File: src/rtl/uart_tx.sv
// UART transmitter: start bit, DATA_BITS data bits LSB first, optional parity, STOP_BITS stop bits.
// Define UART_TX_PARITY_EN to insert the parity bit (odd when PARITY_ODD=1, even otherwise).
module uart_tx #(
  parameter int DATA_BITS  = 8,
  parameter int STOP_BITS  = 1,
  parameter int PARITY_ODD = 0
) (
  input  logic                 clk,
  input  logic                 reset,
  input  logic                 tick,
  input  logic [DATA_BITS-1:0] tx_data,
  input  logic                 tx_valid,
  output logic                 tx_ready,
  output logic                 txd,
  output logic                 busy,
  output logic                 tx_done
);

  localparam int CW = $clog2(DATA_BITS);
  localparam logic [CW-1:0] LAST_BIT = CW'(DATA_BITS - 1);
  localparam logic LAST_STOP = 1'(STOP_BITS - 1);

  localparam logic [2:0] IDLE   = 3'd0;
  localparam logic [2:0] SYNC   = 3'd1;
  localparam logic [2:0] START  = 3'd2;
  localparam logic [2:0] DATA   = 3'd3;
`ifdef UART_TX_PARITY_EN
  localparam logic [2:0] PARITY = 3'd4;
`endif
  localparam logic [2:0] STOP   = 3'd5;

  if (DATA_BITS < 5 || DATA_BITS > 9 || (STOP_BITS != 1 && STOP_BITS != 2) ||
      (PARITY_ODD != 0 && PARITY_ODD != 1)) begin : g_bad_params
    $error("uart_tx: illegal parameter combination");
  end

  logic [2:0]           state;
  logic [CW-1:0]        bit_cnt;
  logic                 stop_cnt;
  logic [DATA_BITS-1:0] shift;
  logic                 stop_end;
  logic                 accept;

  // The last stop tick doubles as an accept slot so frames can run back to back.
  assign stop_end = (state == STOP) && (stop_cnt == LAST_STOP) && tick;
  assign tx_ready = (state == IDLE) || stop_end;
  assign accept   = tx_valid && tx_ready;
  assign busy     = (state != IDLE);

`ifdef UART_TX_PARITY_EN
  logic par_bit;

  always_ff @(posedge clk or negedge reset) begin
    if (!reset) begin
      par_bit <= 1'b0;
    end else if (accept) begin
      par_bit <= (^tx_data) ^ 1'(PARITY_ODD);
    end
  end
`endif

  always_ff @(posedge clk or negedge reset) begin
    if (!reset) begin
      state    <= IDLE;
      txd      <= 1'b1;
      tx_done  <= 1'b0;
      bit_cnt  <= '0;
      stop_cnt <= 1'b0;
      shift    <= '0;
    end else begin
      tx_done <= 1'b0;
      case (state)
        IDLE: begin
          // A tick on the accept edge is deliberately ignored; SYNC waits for the next one.
          if (accept) begin
            shift <= tx_data;
            state <= SYNC;
          end
        end
        SYNC: begin
          if (tick) begin
            txd   <= 1'b0;
            state <= START;
          end
        end
        START: begin
          if (tick) begin
            txd     <= shift[0];
            shift   <= shift >> 1;
            bit_cnt <= '0;
            state   <= DATA;
          end
        end
        DATA: begin
          if (tick) begin
            if (bit_cnt != LAST_BIT) begin
              txd     <= shift[0];
              shift   <= shift >> 1;
              bit_cnt <= bit_cnt + 1'b1;
            end else begin
`ifdef UART_TX_PARITY_EN
              txd   <= par_bit;
              state <= PARITY;
`else
              txd      <= 1'b1;
              stop_cnt <= 1'b0;
              state    <= STOP;
`endif
            end
          end
        end
`ifdef UART_TX_PARITY_EN
        PARITY: begin
          if (tick) begin
            txd      <= 1'b1;
            stop_cnt <= 1'b0;
            state    <= STOP;
          end
        end
`endif
        STOP: begin
          if (tick) begin
            if (stop_cnt != LAST_STOP) begin
              stop_cnt <= stop_cnt + 1'b1;
            end else begin
              tx_done <= 1'b1;
              if (tx_valid) begin
                shift <= tx_data;
                txd   <= 1'b0;
                state <= START;
              end else begin
                state <= IDLE;
              end
            end
          end
        end
        default: begin
          txd   <= 1'b1;
          state <= IDLE;
        end
      endcase
    end
  end

endmodule

File: config.mk
export PLATFORM = sky130hd
export DESIGN_NAME = uart_tx
export DESIGN_NICKNAME = d
export VERILOG_FILES = /design/src/rtl/uart_tx.sv
export SDC_FILE = /design/constraint.sdc
export NUM_CORES = 1
export LEC_CHECK = 0
export ABC_AREA = 0
export CORE_AREA = 8 8 63 49
export DETAILED_ROUTE_END_ITERATION = 8
export DIE_AREA = 0 0 71 57
export PLACE_DENSITY = 0.7
export SKIP_LAST_GASP = 1
export SLEW_MARGIN = 20
export SYNTH_ARGS = -nofsm -noshare
export SYNTH_HDL_FRONTEND = slang
export SYNTH_SLANG_ARGS = --single-unit
File: constraint.sdc
create_clock -name clk -period 3.2 [get_ports clk]
set_clock_uncertainty 0.05 [all_clocks]
set_input_delay 0.64 -clock clk [delete_from_list [all_inputs] [get_ports clk]]
set_output_delay 0.64 -clock clk [all_outputs]
set_load 0.01 [all_outputs]
==> metrics.md, run 1 <==
| Metric | Value |
|---|---|
| Slowest stage cell, crit path | `clkdlybuf4s50_1` |
| Skew-Pair Late Insertion Delay | `just under 300 ps` |
| Width of the die | `71 microns` |
| Total grt overflow | `0` |
| Leak | `just over 0.5 nW` |
| Max clock buf depth | `2` |
| Max FO, Critical Path | `3` |
| Fin. max-slew vios | `0` |
| Die area | `just over 4000 sq um` |
| Ant. Diodes | `0` |
| CTS tree | `yes` |
| Clock-pin slew on the worst setup and hold paths | `roughly 90 ps` |
| Rows | `15` |
| Crit-path cells | `clkdlybuf4s50_1, and4b_1, o21bai_1, clkdlybuf4s50_1` |
| Critical Path AT | `around 2100 ps` |
| Fin. Hold Viols | `0` |
| Nature of the critical path endpoint | `output pin` |
| Antenna violations before repair | `0` |
| Post-Syn Nets | `96` |
| Hold_buf cts | `0` |
| Cell Pwr Density | `roughly 770 nW/um^2` |
| Max incr delay on CP | `approximately 550 ps` |
| DR vias | `663` |
| YS warnings | `0` |
| Worst-Margin Slew | `between 700 and 800 ps` |
| Area added between synthesis and finish | `18.9%` |
| Setup_tns | `0 ps` |
| Pwr Total | `0.865 mW` |
| Hpwl dp | `1230 microns` |
| Routability cong. | `between 0.7 and 0.8` |
| Critical path class | `input port to output pin` |
| # setup viols final | `0` |
| Cell Area, Synth | `945 sq um` |
| RSZ-0062 raised after global routing | `false` |
| Worst path most repeated cell | `clkdlybuf4s50_1` |
| Mean post-synth cell area | `11.5 sq um` |
| Vias in the first global route | `660` |
| CTS Buf Count | `3` |
| Layout Nets | `110` |
| Hold WC Path Type | `register to register` |
| IO Pins | `16` |
| Status | `completed` |
| Overall routing resource usage | `9.59%` |
| Global-route wire length before repair | `between 3000 and 4000 microns` |
| Post-layout min period | `around 2700 ps` |
| Initial drt markers | `3` |
| Via density | `5.53` |
| Post-CTS sizing | `0` |
| Number of port buffers | `15` |
| Initial core utilization | `~43%` |
| Pin count of the biggest net entering global routing | `17` |
| Placed cell count | `~120` |
| Fillers | `about 210` |
| CORE AREA | `2210 sq um` |
| Fmax achieved | `0.364 GHz` |
| Period Utilization, post-route | `roughly 86%` |
| Post-Synthesis Cells | `around 80` |
| CP required | `around 2500 ps` |
| Max VDD drop | `279 uV` |
| WL final | `roughly 1700 microns` |
| Routed len/inst | `between 10 and 15 microns` |
| Share of cells above drive strength 1 | `a little over a quarter` |
| # DRC | `0` |
| Clock sink total | `16` |
| CP startpoint kind | `input port` |
| Setup repair bufs after CTS | `0` |
| Synthesized flop and latch total | `16` |
| Max-cap violation count | `0` |
| H-tree Lvls | `1` |
| Commonest cells after routing, fill and taps aside | `dfrtp_1 (15), clkdlybuf4s50_1 (15), mux2_2 (8), mux2_4 (8), o21ai_0 (7)` |
| Die height | `57 microns` |
| Slew headroom | `a little over half` |
| Post-Layout Cell Count | `120` |
| Clock Tree Root | `clkbuf_4` |
| Register area share after synthesis | `42.5%` |
| Netlist cell types | `31` |
| WHS | `467 ps` |
| TritonRoute pass-1 iters | `4` |
| Routed Antenna Nets | `0` |
## layout make-up
cell class                      count  area [sq um]  area share, %
Tap cell                           25          31.3           2.78
Sequential cell                    16           402           35.7
Timing Repair Buffer               16           158           14.0
Inverter                            2          7.51          0.668
Multi-Input combinational cell     57           489           43.5
Clock buffer                        4          36.3           3.23
## metal layers
layer | share of wire [%] | wire length (microns) | vias to the layer above | track usage (%)
met2 | 43 | 730 | 14 | 15.0
met4 | 0.76 | 13 | 0 | 2.65
met5 | 0 | 0 | - | 0
li1 | - | - | 326 | -
met1 | 49 | 835 | 321 | 11.0
met3 | 7.5 | 128 | 2 | 5.24
## Yosys cell counts
library cell / n / area, sq um
dfrtp_1: 15 / 375
mux2_2: 8 / 90.1
mux2_4: 8 / 120
o21ai_0: 7 / 35.0
nand2_1: 5 / 18.8
buf_2: 4 / 20.0
a22o_1: 3 / 26.3
a211oi_1: 2 / 15.0
a21oi_1: 2 / 10.0
buf_6: 2 / 22.5
ha_1: 2 / 25.0
inv_1: 2 / 7.51
nand3_1: 2 / 10.0
or2_2: 2 / 12.5
or3_1: 2 / 12.5
a211o_1: 1 / 8.76
a21boi_0: 1 / 7.51
a31oi_1: 1 / 6.26
and4_1: 1 / 8.76
and4b_1: 1 / 10.0
clkbuf_1: 1 / 3.75
dfstp_2: 1 / 26.3
nand2_4: 1 / 11.3
nand2b_1: 1 / 6.26
nand4_1: 1 / 6.26
nor2_1: 1 / 3.75
nor2b_1: 1 / 6.26
nor2b_4: 1 / 13.8
o21a_1: 1 / 7.51
o21bai_1: 1 / 7.51
o311a_1: 1 / 10.0
## cells by family after synthesis
kind of cell	count (synthesis)	share of synthesized area [%]
AOI/OAI and AO/OA	20	14.2
and+or+nand+nor	19	12.7
DFF	16	42.5
adders and majority gates	2	2.65
buffers and inverters	9	5.70
muxes	16	22.3
## report_power, final
group	internal (mW)	switching [mW]
combinational	0.239	0.142
clock	0.0692	0.0658
sequential	0.274	0.0747
total	0.582	0.283
## flip-flops by register name (all words and copies together), names as in the netlist
signal and cells:
state 3, tx_done 1, bit_cnt 3, txd 1, shift 8
## worst max-delay path, delay by kind of cell
kind	cells	cell delay, ps
AO/OA/AOI/OAI	1	130
buffers and inverters	2	1030
AND/OR/NAND/NOR	1	250
## through the flow
step | util, % | cell area, sq um | setup slack [ps]
after floorplan | - | 945 | 1370
after global placement | 49.1 | 1090 | 477
after detailed placement | 49.1 | 1090 | 474
after CTS | 50.7 | 1120 | 457
after global routing | 50.7 | 1120 | 396
final | 50.7 | 1120 | 452
## final timing paths
check                                 from        to  slack (ps)  depth (start not counted)
worst max-delay path                  tick  tx_ready         450                          4
worst min-delay path              shift[1]  shift[1]         470                          1
worst max register to register  bit_cnt[0]  shift[4]        1190                          4
worst min register to register    shift[1]  shift[1]         470                          1
max in group asynchronous            reset  shift[5]        1930                          1
min in group asynchronous            reset   tx_done         720                          1
Power figures use the tool's default switching activity.
==> inputs of run 2 (changes only) <==
--- a/config.mk
+++ b/config.mk
@@ -6,9 +6,9 @@
 export NUM_CORES = 1
 export LEC_CHECK = 0
 export ABC_AREA = 0
-export CORE_AREA = 8 8 63 49
+export CORE_AREA = 2 2 57 43
 export DETAILED_ROUTE_END_ITERATION = 8
-export DIE_AREA = 0 0 71 57
+export DIE_AREA = 0 0 59 45
 export PLACE_DENSITY = 0.7
 export SKIP_LAST_GASP = 1
 export SLEW_MARGIN = 20
==> metrics.md, run 2 (synthesis gave the netlist of run 1 again) <==
| Metric | Value |
|---|---|
| Post-CTS sizing | `0` |
| Setup_tns | `0 ps` |
| Pin count of the biggest net entering global routing | `17` |
| Max clock buf depth | `2` |
| Hold WC Path Type | `register to register` |
| CTS tree | `yes` |
| Initial drt markers | `39` |
| Width of the die | `roughly 60 microns` |
| Total grt overflow | `0` |
| CP startpoint kind | `input port` |
| Slowest stage cell, crit path | `clkdlybuf4s50_1` |
| Nature of the critical path endpoint | `output pin` |
| Vias in the first global route | `just under 700` |
| DR vias | `~660` |
| Routed Antenna Nets | `0` |
| Initial core utilization | `about 46%` |
| Setup ws final | `480 ps` |
| Global-route wire length before repair | `3060 microns` |
| Ant. Diodes | `0` |
| Max FFs per register | `8` |
| Worst-Margin Slew | `702 ps` |
| RSZ-0062 raised after global routing | `false` |
| CP required | `between 2000 and 3000 ps` |
| Fin. max-slew vios | `0` |
| H-tree Lvls | `1` |
| Max VDD drop | `445 uV` |
| Antenna violations before repair | `0` |
| Post-layout min period | `~2700 ps` |
| Skew-Pair Late Insertion Delay | `approximately 300 ps` |
| IO Pins | `16` |
| Pwr Total | `just under 0.9 mW` |
| Die area | `roughly 2700 sq um` |
| # DRC | `0` |
| Die height | `45 microns` |
| Setup repair bufs after CTS | `0` |
| Number of port buffers | `15` |
| Layout Nets | `110` |
| WL final | `approximately 1700 microns` |
| Period Utilization, post-route | `a little under nine tenths` |
| Largest Register | `shift` |
| Hpwl dp | `about 1200 microns` |
| Status | `completed` |
| Critical path class | `input port to output pin` |
| # setup viols final | `0` |
| Area added between synthesis and finish | `18.8%` |
| Max incr delay on CP | `550 ps` |
| Util after Layout | `between 50% and 60%` |
| Clock sink total | `16` |
| Slew headroom | `a little over half` |
| Fin. Hold Viols | `0` |
| TritonRoute pass-1 iters | `4` |
| Max-cap violation count | `0` |
| Crit-path cells | `clkdlybuf4s50_1, and4b_1, o21bai_1, clkdlybuf4s50_1` |
| Share of cells above drive strength 1 | `between 20% and 30%` |
| CTS Buf Count | `3` |
| Routability cong. | `between 0.7 and 0.8` |
| WHS | `approximately 460 ps` |
| CP Buf/Inv Count | `2` |
| Leak | `around 0.51 nW` |
| Max FO, Critical Path | `3` |
| CP delay by family, top | `buffers and inverters` |
| Pre-CTS WS | `about 500 ps` |
| CORE AREA | `2070 sq um` |
| Fmax achieved | `~0.37 GHz` |
| Overall routing resource usage | `about 16%` |
| Rows | `14` |
| Clock Tree Root | `clkbuf_4` |
| Commonest cells after routing, fill and taps aside | `dfrtp_1 (15), clkdlybuf4s50_1 (15), mux2_2 (8), mux2_4 (8), o21ai_0 (7)` |
| Critical Path AT | `2030 ps` |
| Worst path most repeated cell | `clkdlybuf4s50_1` |
| Clock-pin slew on the worst setup and hold paths | `90 ps` |
| Via density | `between 5 and 6` |
| Hold_buf cts | `0` |
| Cell Pwr Density | `a little under 800 nW/um^2` |
| Routed len/inst | `~14 microns` |
| Largest regs | `shift: 8 flops, bit_cnt: 3 flops, state: 3 flops` |
-- run 2: cell counts in the layout (fill, tap and decap cells not counted) --
Identical to the previous run, type by type.
-- run 2: per-layer routing --
layer | GRT usage (%) | vias to the layer above | share of wire [%]
met4 | 6.82 | 0 | 1.8
met2 | 24.9 | 12 | 44
met3 | 5.16 | 4 | 4.6
met1 | 20.8 | 316 | 50
li1 | - | 327 | -
met5 | 0 | - | 0
-- run 2: per-stage QoR --
stage	area, sq um	instances
2_1_floorplan	945	82
3_3_place_gp	1090	115
3_5_place_dp	1090	115
4_1_cts	1120	119
5_1_grt	1120	119
6_report	1120	119
-- run 2: worst register-to-register path, delay by kind of cell (launching register included) --
family,cells,cell delay [ps]
compound gates,1,570
fa+ha+maj,2,500
flops,1,430
mux,1,370
-- run 2: power by group --
part           internal [mW]  switching [mW]
Sequential             0.274          0.0757
Combinational          0.239           0.144
Clock                 0.0694          0.0699
Total                  0.582           0.290
-- run 2: path summary, 6_finish.rpt --
path	start	end	slack, ps	depth (start not counted)
max in group asynchronous	reset	shift[0]	1940	1
setup reg to reg	bit_cnt[0]	shift[4]	1170	4
hold reg to reg	shift[7]	shift[7]	460	1
setup / recovery	tick	tx_ready	480	4
hold / removal	shift[7]	shift[7]	460	1
min in group asynchronous	reset	tx_done	700	1
-- run 2: cell type report --
class	count	area (sq um)
fillers	195	945
flip-flops and latches	16	402
well taps	24	30.0
inverters	2	7.51
clock buffers	4	36.3
multi-input cells	57	489
repair buffers	16	158
